$ cat config.mk
export PLATFORM = sky130hd
export DESIGN_NAME = hazard_ctrl_flat
export DESIGN_NICKNAME = d
export VERILOG_FILES = /design/src/rtl/hazard_pkg.sv /design/src/rtl/hazard_if.sv /design/src/rtl/hz_fwd_sel.sv /design/src/rtl/hazard_ctrl.sv /design/src/flat_wrapper.sv
export SDC_FILE = /design/constraint.sdc
export NUM_CORES = 1
export LEC_CHECK = 0
export ABC_AREA = 1
export CAP_MARGIN = 20
export CORE_ASPECT_RATIO = 1.1
export CORE_MARGIN = 2
export CORE_UTILIZATION = 35
export CTS_CLUSTER_SIZE = 10
export DETAILED_ROUTE_END_ITERATION = 16
export PLACE_DENSITY = 0.61
export SLEW_MARGIN = 20
export SYNTH_ARGS = -nofsm -noshare
export SYNTH_HDL_FRONTEND = slang
export SYNTH_SLANG_ARGS = --single-unit
export TNS_END_PERCENT = 5
$ cat constraint.sdc
create_clock -name clk -period 3.4 [get_ports clk]
set_input_delay 0.68 -clock clk [delete_from_list [all_inputs] [get_ports clk]]
set_output_delay 0.68 -clock clk [all_outputs]
set_load 0.01 [all_outputs]
$ cat src/rtl/hazard_pkg.sv
// Shared encodings for the hazard controller: result kinds, producer records,
// tnew-on-entry values and every forwarding select code the mux consumes.
package hazard_pkg;

  typedef enum logic [1:0] {
    KIND_NONE = 2'b00,
    KIND_PC8  = 2'b01,
    KIND_ALU  = 2'b10,
    KIND_DM   = 2'b11
  } kind_e;

  // Which consumer stage a selector instance serves; decides the code table.
  typedef enum logic [1:0] {
    TBL_D = 2'd0,
    TBL_E = 2'd1,
    TBL_M = 2'd2
  } sel_table_e;

  typedef struct packed {
    logic [4:0] dst;
    kind_e      kind;
    logic [1:0] tnew;
  } prod_rec_t;

  localparam prod_rec_t REC_EMPTY = '{dst: 5'd0, kind: KIND_NONE, tnew: 2'd0};

  localparam logic [1:0] TNEW_PC8  = 2'd0;
  localparam logic [1:0] TNEW_ALU  = 2'd1;
  localparam logic [1:0] TNEW_DM   = 2'd2;
  localparam logic [1:0] TNEW_NONE = 2'd0;
  localparam logic [1:0] TUSE_NONE = 2'd3;

  localparam logic [2:0] FD_RD    = 3'b000;
  localparam logic [2:0] FD_PC8_E = 3'b001;
  localparam logic [2:0] FD_PC8_M = 3'b010;
  localparam logic [2:0] FD_AO_M  = 3'b011;
  localparam logic [2:0] FD_PC8_R = 3'b100;
  localparam logic [2:0] FD_AO_R  = 3'b101;

  localparam logic [2:0] FE_REG   = 3'b000;
  localparam logic [2:0] FE_PC8_M = 3'b001;
  localparam logic [2:0] FE_AO_M  = 3'b010;
  localparam logic [2:0] FE_PC8_R = 3'b011;
  localparam logic [2:0] FE_AO_R  = 3'b100;
  localparam logic [2:0] FE_WD3   = 3'b101;

  localparam logic [2:0] FM_RT_M  = 3'b000;
  localparam logic [2:0] FM_PC8_R = 3'b001;
  localparam logic [2:0] FM_AO_R  = 3'b010;
  localparam logic [2:0] FM_WD3   = 3'b011;

  function automatic logic [1:0] tnew_entry(kind_e k);
    logic [1:0] t;
    case (k)
      KIND_PC8: t = TNEW_PC8;
      KIND_ALU: t = TNEW_ALU;
      KIND_DM:  t = TNEW_DM;
      default:  t = TNEW_NONE;
    endcase
    return t;
  endfunction

  function automatic logic [1:0] tnew_step(logic [1:0] t);
    return (t == 2'd0) ? 2'd0 : t - 2'd1;
  endfunction

  function automatic logic rec_match(prod_rec_t r, logic [4:0] src);
    return (src != 5'd0) && (r.kind != KIND_NONE) && (r.dst == src);
  endfunction

  // slot 0 is the nearest producer for the given table; unused slots map to 000.
  function automatic logic [2:0] fwd_code(sel_table_e tbl, logic [1:0] slot, kind_e k);
    logic [2:0] c;
    c = 3'b000;
    case (tbl)
      TBL_D: begin
        case (slot)
          2'd0: if (k == KIND_PC8) c = FD_PC8_E;
          2'd1: begin
            if (k == KIND_PC8) c = FD_PC8_M;
            else if (k == KIND_ALU) c = FD_AO_M;
          end
          2'd2: begin
            if (k == KIND_PC8) c = FD_PC8_R;
            else if (k == KIND_ALU) c = FD_AO_R;
          end
          default: c = FD_RD;
        endcase
      end
      TBL_E: begin
        case (slot)
          2'd0: begin
            if (k == KIND_PC8) c = FE_PC8_M;
            else if (k == KIND_ALU) c = FE_AO_M;
          end
          2'd1: begin
            if (k == KIND_PC8) c = FE_PC8_R;
            else if (k == KIND_ALU) c = FE_AO_R;
            else if (k == KIND_DM) c = FE_WD3;
          end
          default: c = FE_REG;
        endcase
      end
      TBL_M: begin
        if (slot == 2'd0) begin
          if (k == KIND_PC8) c = FM_PC8_R;
          else if (k == KIND_ALU) c = FM_AO_R;
          else if (k == KIND_DM) c = FM_WD3;
        end
      end
      default: c = 3'b000;
    endcase
    return c;
  endfunction

endpackage

$ cat src/rtl/hazard_if.sv
// D-stage operand/result descriptors into the hazard controller and the
// stall plus forwarding selects back out. No handshake: all signals are level.
interface hazard_if;
  logic [4:0] rs_d;
  logic [4:0] rt_d;
  logic [1:0] tuse_rs_d;
  logic [1:0] tuse_rt_d;
  logic [4:0] dst_d;
  logic [1:0] kind_d;
  logic       md_d;
  logic       md_busy;
  logic       stall;
  logic [2:0] f_rs_d;
  logic [2:0] f_rt_d;
  logic [2:0] f_rs_e;
  logic [2:0] f_rt_e;
  logic [2:0] f_rt_m;

  modport master (
    output rs_d, rt_d, tuse_rs_d, tuse_rt_d, dst_d, kind_d, md_d, md_busy,
    input  stall, f_rs_d, f_rt_d, f_rs_e, f_rt_e, f_rt_m
  );

  modport slave (
    input  rs_d, rt_d, tuse_rs_d, tuse_rt_d, dst_d, kind_d, md_d, md_busy,
    output stall, f_rs_d, f_rt_d, f_rs_e, f_rt_e, f_rt_m
  );
endinterface

$ cat src/rtl/hz_fwd_sel.sv
// One forwarding selector: picks the nearest matching producer among three
// records (nearest first) and yields its select code and a data-stall request.
module hz_fwd_sel
  import hazard_pkg::*;
#(
  parameter sel_table_e TABLE = TBL_D
) (
  input  logic [4:0] src,
  input  logic [1:0] tuse,
  input  prod_rec_t  p0,
  input  prod_rec_t  p1,
  input  prod_rec_t  p2,
  output logic [2:0] sel,
  output logic       stall_req
);

  logic       hit;
  logic [1:0] slot;
  prod_rec_t  rec;

  always_comb begin
    hit  = 1'b0;
    slot = 2'd0;
    rec  = REC_EMPTY;
    if (rec_match(p0, src)) begin
      hit = 1'b1; slot = 2'd0; rec = p0;
    end else if (rec_match(p1, src)) begin
      hit = 1'b1; slot = 2'd1; rec = p1;
    end else if (rec_match(p2, src)) begin
      hit = 1'b1; slot = 2'd2; rec = p2;
    end
  end

  // The nearest match decides alone; an unready nearest match blocks older ones.
  always_comb begin
    sel       = 3'b000;
    stall_req = 1'b0;
    if (hit) begin
      if (rec.tnew == 2'd0) sel = fwd_code(TABLE, slot, rec.kind);
      if ((tuse != TUSE_NONE) && (slot != 2'd2) && (rec.tnew > tuse)) stall_req = 1'b1;
    end
  end

endmodule

$ cat src/rtl/hazard_ctrl.sv
// Hazard controller top: E/M/W producer records, pipelined consumer registers,
// five forwarding selectors and the D-stage stall.
module hazard_ctrl
  import hazard_pkg::*;
(
  input  logic     clk,
  input  logic     rst_n,
  hazard_if.slave  hz
);

  prod_rec_t  e_q, e_d, m_q, m_d, w_q, w_d;
  logic [4:0] rs_e_q, rs_e_d, rt_e_q, rt_e_d, rt_m_q, rt_m_d;

  logic [2:0] sel_rs_d, sel_rt_d, sel_rs_e, sel_rt_e, sel_rt_m;
  logic       req_rs_d, req_rt_d, req_rs_e, req_rt_e, req_rt_m;
  logic       stall;

  hz_fwd_sel #(.TABLE(TBL_D)) u_d_rs (
    .src(hz.rs_d), .tuse(hz.tuse_rs_d), .p0(e_q), .p1(m_q), .p2(w_q),
    .sel(sel_rs_d), .stall_req(req_rs_d)
  );

  hz_fwd_sel #(.TABLE(TBL_D)) u_d_rt (
    .src(hz.rt_d), .tuse(hz.tuse_rt_d), .p0(e_q), .p1(m_q), .p2(w_q),
    .sel(sel_rt_d), .stall_req(req_rt_d)
  );

  hz_fwd_sel #(.TABLE(TBL_E)) u_e_rs (
    .src(rs_e_q), .tuse(TUSE_NONE), .p0(m_q), .p1(w_q), .p2(REC_EMPTY),
    .sel(sel_rs_e), .stall_req(req_rs_e)
  );

  hz_fwd_sel #(.TABLE(TBL_E)) u_e_rt (
    .src(rt_e_q), .tuse(TUSE_NONE), .p0(m_q), .p1(w_q), .p2(REC_EMPTY),
    .sel(sel_rt_e), .stall_req(req_rt_e)
  );

  hz_fwd_sel #(.TABLE(TBL_M)) u_m_rt (
    .src(rt_m_q), .tuse(TUSE_NONE), .p0(w_q), .p1(REC_EMPTY), .p2(REC_EMPTY),
    .sel(sel_rt_m), .stall_req(req_rt_m)
  );

  // Outputs are forced idle while reset is held, independent of the D inputs.
  assign stall = rst_n & (req_rs_d | req_rt_d | req_rs_e | req_rt_e | req_rt_m |
                          (hz.md_d & hz.md_busy));

  assign hz.stall  = stall;
  assign hz.f_rs_d = !rst_n ? FD_RD : ((stall && sel_rs_d == FD_PC8_E) ? FD_RD : sel_rs_d);
  assign hz.f_rt_d = !rst_n ? FD_RD : ((stall && sel_rt_d == FD_PC8_E) ? FD_RD : sel_rt_d);
  assign hz.f_rs_e = rst_n ? sel_rs_e : FE_REG;
  assign hz.f_rt_e = rst_n ? sel_rt_e : FE_REG;
  assign hz.f_rt_m = rst_n ? sel_rt_m : FM_RT_M;

  always_comb begin
    if (stall) begin
      e_d    = REC_EMPTY;
      rs_e_d = 5'd0;
      rt_e_d = 5'd0;
    end else begin
      e_d.dst  = hz.dst_d;
      e_d.kind = kind_e'(hz.kind_d);
      e_d.tnew = tnew_entry(kind_e'(hz.kind_d));
      rs_e_d   = hz.rs_d;
      rt_e_d   = hz.rt_d;
    end
    m_d      = e_q;
    m_d.tnew = tnew_step(e_q.tnew);
    w_d      = m_q;
    w_d.tnew = tnew_step(m_q.tnew);
    rt_m_d   = rt_e_q;
  end

  always_ff @(posedge clk or negedge rst_n) begin
    if (!rst_n) begin
      e_q    <= REC_EMPTY;
      m_q    <= REC_EMPTY;
      w_q    <= REC_EMPTY;
      rs_e_q <= 5'd0;
      rt_e_q <= 5'd0;
      rt_m_q <= 5'd0;
    end else begin
      e_q    <= e_d;
      m_q    <= m_d;
      w_q    <= w_d;
      rs_e_q <= rs_e_d;
      rt_e_q <= rt_e_d;
      rt_m_q <= rt_m_d;
    end
  end

endmodule

$ cat src/flat_wrapper.sv
// flat-port wrapper written by rule: the top's interface ports become plain ports
module hazard_ctrl_flat import hazard_pkg::*;
  (clk, rst_n, hz_rs_d, hz_rt_d, hz_tuse_rs_d, hz_tuse_rt_d, hz_dst_d, hz_kind_d, hz_md_d, hz_md_busy, hz_stall, hz_f_rs_d, hz_f_rt_d, hz_f_rs_e, hz_f_rt_e, hz_f_rt_m);
  hazard_if hz_i ();
  input  logic clk;
  input  logic rst_n;
  input wire logic [$bits(hz_i.rs_d)-1:0] hz_rs_d;
  input wire logic [$bits(hz_i.rt_d)-1:0] hz_rt_d;
  input wire logic [$bits(hz_i.tuse_rs_d)-1:0] hz_tuse_rs_d;
  input wire logic [$bits(hz_i.tuse_rt_d)-1:0] hz_tuse_rt_d;
  input wire logic [$bits(hz_i.dst_d)-1:0] hz_dst_d;
  input wire logic [$bits(hz_i.kind_d)-1:0] hz_kind_d;
  input wire logic [$bits(hz_i.md_d)-1:0] hz_md_d;
  input wire logic [$bits(hz_i.md_busy)-1:0] hz_md_busy;
  output wire logic [$bits(hz_i.stall)-1:0] hz_stall;
  output wire logic [$bits(hz_i.f_rs_d)-1:0] hz_f_rs_d;
  output wire logic [$bits(hz_i.f_rt_d)-1:0] hz_f_rt_d;
  output wire logic [$bits(hz_i.f_rs_e)-1:0] hz_f_rs_e;
  output wire logic [$bits(hz_i.f_rt_e)-1:0] hz_f_rt_e;
  output wire logic [$bits(hz_i.f_rt_m)-1:0] hz_f_rt_m;
  assign hz_i.rs_d = hz_rs_d;
  assign hz_i.rt_d = hz_rt_d;
  assign hz_i.tuse_rs_d = hz_tuse_rs_d;
  assign hz_i.tuse_rt_d = hz_tuse_rt_d;
  assign hz_i.dst_d = hz_dst_d;
  assign hz_i.kind_d = hz_kind_d;
  assign hz_i.md_d = hz_md_d;
  assign hz_i.md_busy = hz_md_busy;
  assign hz_stall = hz_i.stall;
  assign hz_f_rs_d = hz_i.f_rs_d;
  assign hz_f_rt_d = hz_i.f_rt_d;
  assign hz_f_rs_e = hz_i.f_rs_e;
  assign hz_f_rt_e = hz_i.f_rt_e;
  assign hz_f_rt_m = hz_i.f_rt_m;
  hazard_ctrl u_core (.clk(clk), .rst_n(rst_n), .hz(hz_i));
endmodule
# ---- Word level (Yosys, flattened, before mapping)
# Cells that the tools add are included.
dict set report op_classes {
  magnitude_cmp 2
  bitwise_logic 4
  addsub 2
  n_eq_ne 38
  reduce_logical 47
  muxes 86
}
# operator count
set op_table {}
lappend op_table {{3-bit two-way mux} 24}
lappend op_table {{5-bit equality test} 11}
lappend op_table {{2-bit two-way mux} 22}
lappend op_table {{4-bit two-way mux} 11}
lappend op_table {{1-bit logical AND} 28}
lappend op_table {{5-bit nonzero test} 5}
lappend op_table {{2-bit equality test (second input constant)} 12}
lappend op_table {{2-bit zero test} 11}
lappend op_table {{1-bit two-way mux} 21}
lappend op_table {{2-bit by 1-bit equality test with 1-bit output (second input constant)} 9}
lappend op_table {{3-bit case mux with 3 select lines} 2}
lappend op_table {{3-bit case mux with 2 select lines} 2}
lappend op_table {{5-bit two-way mux} 2}
lappend op_table {{9-bit two-way mux} 1}
lappend op_table {{2-bit != test (second input constant)} 4}
lappend op_table {{3-bit by 1-bit equality test with 1-bit output (second input constant)} 2}
lappend op_table {{2-bit nonzero test} 3}
lappend op_table {{2-bit greater-than comparator} 2}
lappend op_table {{2-bit case mux with 2 select lines} 1}
lappend op_table {{2-bit by 1-bit subtractor with 2-bit output (second input constant)} 2}
lappend op_table {{1-bit bitwise AND} 2}
lappend op_table {{1-bit bitwise OR} 2}
dict set report word_totals {
  input_bits 25
  out_inout_bits 16
  word_cells 191
  register_bits 42
}

# ---- Depth between registers and ports, before layout
dict set report logic_depth {
  word_depth 17
  mapped_depth 23
  ltp_nobuf 21
}

# ---- Cells and area by module
# A second synthesis with hierarchy kept.
dict set report unflattened {
  hier_cells 924
  area_unflattened_um2 4972.3
}
# module cells_per_inst instances area_per_inst_um2 seq_area_each_um2
set modules_own_cells {}
lappend modules_own_cells {{hz_fwd_sel (u_core.u_e_rs ...)} 167 2 747.0 0.0}
lappend modules_own_cells {hazard_ctrl 137 1 1490.2 1051.0}
lappend modules_own_cells {{hz_fwd_sel (u_core.u_d_rs ...)} 158 2 705.7 0.0}
lappend modules_own_cells {{hz_fwd_sel (u_core.u_m_rt)} 137 1 576.8 0.0}

# ---- Worst setup path before layout
# OpenSTA, ideal clock, no wires.
dict set report synth_timing {
  path_kind {input-to-output}
  start {in hz_rs_d[3]}
  end {out hz_stall}
  arrival_ps 2493
  required_ps 2720
  n_path_buf 3
  cell_stages 22
  slack_ps 227
  path_cell_list {buf_4 -> nor2_2 -> nand3_2 -> inv_2 -> nor2_1 -> nand2_1 -> buf_6 -> nand2_1 -> inv_1 -> nand2_1 -> nand2_1 -> inv_1 -> ha_1 -> inv_1 -> nor2_1 -> nor2_1 -> a21oi_1 -> nand3_1 -> nand3_1 -> nand2_1 -> inv_2 -> buf_4}
}
dict set report synth_via {
  elab_chain_len 14
  word_cells_on_any_way 28
  cone_classes {order compare: 1; eq/ne: 4; mux: 11; bitwise: 3; reduce/logical: 9}
}
# item line
set synth_lines {}
lappend synth_lines {{start: declaration} flat_wrapper.sv:7} ;# input wire logic [$bits(hz_i.rs_d)-1:0] hz_rs_d;
lappend synth_lines {{5-bit nonzero test} hazard_pkg.sv:68} ;# return (src != 5'd0) && (r.kind != KIND_NONE) && (r.dst == src);
lappend synth_lines {{1-bit logical AND (2 in a row)} hazard_pkg.sv:68}
lappend synth_lines {{2-bit two-way mux} hz_fwd_sel.sv:29} ;# end else if (rec_match(p2, src)) begin
lappend synth_lines {{2-bit two-way mux} hz_fwd_sel.sv:27} ;# end else if (rec_match(p1, src)) begin
lappend synth_lines {{2-bit two-way mux} hz_fwd_sel.sv:25} ;# if (rec_match(p0, src)) begin
lappend synth_lines {{2-bit != test} hz_fwd_sel.sv:40} ;# if ((tuse != TUSE_NONE) && (slot != 2'd2) && (rec.tnew > tuse)) stall_req = 1'b1;
lappend synth_lines {{1-bit logical AND (2 in a row)} hz_fwd_sel.sv:40}
lappend synth_lines {{1-bit two-way mux} hz_fwd_sel.sv:40}
lappend synth_lines {{1-bit two-way mux (*)} hz_fwd_sel.sv:38} ;# if (hit) begin
lappend synth_lines {{1-bit bitwise OR (*) (2 in a row)} hazard_ctrl.sv:44} ;# assign stall = rst_n & (req_rs_d | req_rt_d | req_rs_e | req_rt_e | req_rt_m |
lappend synth_lines {{1-bit bitwise AND (*)} hazard_ctrl.sv:44}
lappend synth_lines {{end: declaration} flat_wrapper.sv:15} ;# output wire logic [$bits(hz_i.stall)-1:0] hz_stall;
# Mark *: on every way between the ends. The rest lies on a longest branch, timed or not.

# ---- Worst setup path in the final report
dict set report layout_timing {
  start {reg u_core.w_q[4] in the netlist's numbering}
  end {out hz_f_rt_d[0]}
}
dict set report layout_via {
  elab_chain_len 16
  word_cells_on_any_way 55
  cone_classes {order compare: 2; eq/ne: 9; mux: 32; bitwise: 3; reduce/logical: 9}
}
# item line
set layout_lines {}
lappend layout_lines {{start: declaration} hazard_ctrl.sv:11} ;# prod_rec_t e_q, e_d, m_q, m_d, w_q, w_d;
lappend layout_lines {{start signal: assignment} hazard_ctrl.sv:84} ;# w_q <= w_d;
lappend layout_lines {{branches (longest 14 deep; another with 5-bit equality test)} -}
lappend layout_lines {{3-bit two-way mux (*) (2 in a row)} hazard_ctrl.sv:49} ;# assign hz.f_rt_d = !rst_n ? FD_RD : ((stall && sel_rt_d == FD_PC8_E) ? FD_RD : sel_rt_d);
lappend layout_lines {{end: declaration} flat_wrapper.sv:17} ;# output wire logic [$bits(hz_i.f_rt_d)-1:0] hz_f_rt_d;
# Mark *: on every way between the ends.

==> reports/summary.txt <==
status - completed
Starting Density - 35.5%
slowest stage delay, CP - 0.46 ns
depth of the CTS H-tree - 2
static leakage - 2.38 nW
Hold-fix buffers, CTS - 0
Cells after Synth - 480
final slew viol count - 0
Clk pin slew, worst setup/hold paths - 0.09 ns
ANT nets after route - 0
Setup crit end kind - output port
Fin Hold WS - 0.241 ns
Synth area leaders - dfrtp_1 (34%), nand2_1 (15%), nor2_1 (9.9%)
multiplexer area fraction after synthesis - 0%
root buffer cell - clkbuf_8
VDD IR max - 348 uV
cts bufs inserted - 5
number of global-route vias before repair - 3398
TritonCTS clock tree - built
vias per inst - 4.88
DIE WIDTH - 93.8 um
DRC viols - 0
Synth Area in XOR/XNOR - 3.67%
Worst EP required - 2.72 ns
most common cell after layout, fill and taps aside - nand2_1
pin count of the biggest net entering global routing - 32
most frequent cells in the layout - nand2_1 (114), buf_4 (80), inv_1 (68)
Synth area leader - dfrtp_1
share of layout cells above drive strength 1 - 33.1%
placed cells - 697
synthesized net count - 513
Layout Area Growth over Synthesis - 47.6%
Die Y - 103 um
Seq/Total Area, Yosys - 33.9%
Crit Path Class - reg -> out
clock sinks - 42
Total Routing Usage GR - 21.5%
Vias - 3512
fin crit share - 99.3%
HP Class - in -> async
post-synthesis cell area - 3100 um^2
grt total ovfl - 0
Final min period - 3.38 ns
detailed-router iteration count before antenna repair - 5
initial antenna violation count - 1
final instance count without filler cells - 719
io pins - 41
main combinational cell family by area after synthesis - simple AND/OR/NAND/NOR gates
port bufs - 39
Post-Synth Adder-Cell Area - 3.23%
DP HPWL - 7.69 mm
first-pass GRT wire length - 16.1 mm
cell family with most CP delay - simple AND/OR/NAND/NOR gates
critical-path cell list - inv_1 > buf_4 > nand2_1 > nand3_1 > nor2_4 > buf_6 > nand3_4 > nor2_4 > nor2_4 > ha_2 > nor2_2 > nor2_1 > a21oi_1 > nand3_1 > nand3_1 > nand2_1 > inv_2 > a21oi_2 > buf_2
Crit-path slowest cell - dfrtp_1
wire per inst - 13.8 um
Setup Viol. Count Final - 0
number of synthesis warnings - 0
Synth Register Bits - 42
Final nets - 636
# rows - 36
Die ar. - 9630 um^2
latest clock arrival within the worst-skew pair - 0.30 ns
RSZ-0062 raised after global routing - yes
max-cap viol count - 0
fmax - 296 MHz
fraction of the mapped netlist area in simple logic gates - 37.9%
Cell variety after synth - 32
fill cell count - 838
final hold vios - 0
Core Area - 8740 um^2
CTS Buffer Depth - 2
worst reg2reg startpoint - u_core.w_q[4]
syn avg cell area - 6.46 um^2
WL final - 9.93 mm
Synth top area share - 33.9%
Placer Congestion - 0.911
crit path DAT - 2.70 ns
Post-Route Utilization - 52.4%
CP startpoint - u_core.w_q[4]
total power divided by cell area - 289 nW/um^2
initial DRC count - 205
startpoint types - flip-flop
clk_skew - 0.00907 ns
area fraction in compound gates after synthesis - 8.51%
Worst Path Buf+Inv - 5
worst-path fanout max - 5
## worst reg2reg max path: stages (launching register included)
cell     delay (ns)
dfrtp_1        0.46
inv_1          0.12
buf_4          0.17
nand2_1        0.07
nand3_1        0.14
nor2_4         0.17
buf_6          0.12
nand3_4        0.07
nor2_4         0.12
nor2_4         0.05
ha_2           0.18
nor2_2         0.07
nor2_1         0.04
a21oi_1        0.11
nand3_1        0.08
nand3_1        0.08
nand2_1        0.06
inv_2          0.10
buf_4          0.26
nor2_1         0.09
## metal layers
layer	global-route usage, %	part of all wire [%]	vias up	routed length (um)
met2	38.0	50	115	5010
met5	0	0	-	0
li1	-	-	1745	-
met4	8.03	2.0	0	203
met3	3.14	5.3	17	529
met1	26.8	42	1635	4190
## where the power goes
part / internal (W) / switching [W] / total, W
Sequential: 0.000531 / 0.0000368 / 0.000568
Combinational: 0.000181 / 0.000227 / 0.000408
Clock: 0.000164 / 0.000184 / 0.000347
Total: 0.000876 / 0.000447 / 0.00132
## sequential cells by signal (all words and copies together) (netlist names)
signal         cells
u_core.rt_m_q      5
u_core.rt_e_q      5
u_core.rs_e_q      5
u_core.m_q         9
u_core.w_q         9
u_core.e_q         9
## cells by family after synthesis
logic type,Yosys count
fa+ha+maj,8
buf+inv,97
compound gates,44
flops,42
xor+xnor,13
other cells,1
simple gates,275
## cells in the mapped netlist, drive strengths merged
master	number
a211oi	3
a21oi	14
and2	1
buf	8
clkinv	1
conb	1
dfrtp	42
ha	8
inv	88
nand2	129
nand3	34
nand3b	1
nand4	5
nor2	88
nor3	12
nor4	5
o211ai	4
o21ai	11
o21bai	1
o221ai	1
o22ai	10
xnor2	4
xor2	9
## area by class of cell
cell class | count | area [um^2] | share of cell area [%]
flip-flops and latches | 42 | 1050 | 23.0
repair buffers | 124 | 1000 | 21.9
clock inverters | 2 | 12.5 | 0.273
diodes | 1 | 2.50 | 0.0547
well taps | 114 | 143 | 3.12
inverters | 89 | 347 | 7.57
clock buffers | 6 | 82.6 | 1.80
multi-input cells | 341 | 1940 | 42.4
## final timing paths
path | cells past startpoint | endpoint | slack (ns)
min reg2reg | 0 | u_core.rt_m_q[3] | 0.43
max | 19 | hz_f_rt_d[0] | 0.02
min in group clk | 0 | u_core.rt_m_q[3] | 0.43
max reg2reg | 19 | u_core.rs_e_q[2] | 0.73
min | 1 | u_core.w_q[2] | 0.24
max in group asynchronous | 2 | u_core.m_q[7] | 2.48
## what timing repair did
item,CTS,global route
pin swaps,17,43
gates resized for setup,103,72
buffers inserted,8,5
endpoints found under the setup margin,8,9
## metrics by stage
stage	area, um^2	power, W	worst slack, ns	TNS [ns]
finish	4580	0.00132	0.0237	0
global route	4580	0.00140	-0.160	-0.633
CTS	4330	0.00129	-0.0414	-0.0795
detailed placement	4110	0.000927	-0.972	-6.98
global placement	4110	0.000921	-0.946	-6.66
floorplan	3100	0.000752	0.227	0
Note: power is estimated with default switching activity, not from simulation.
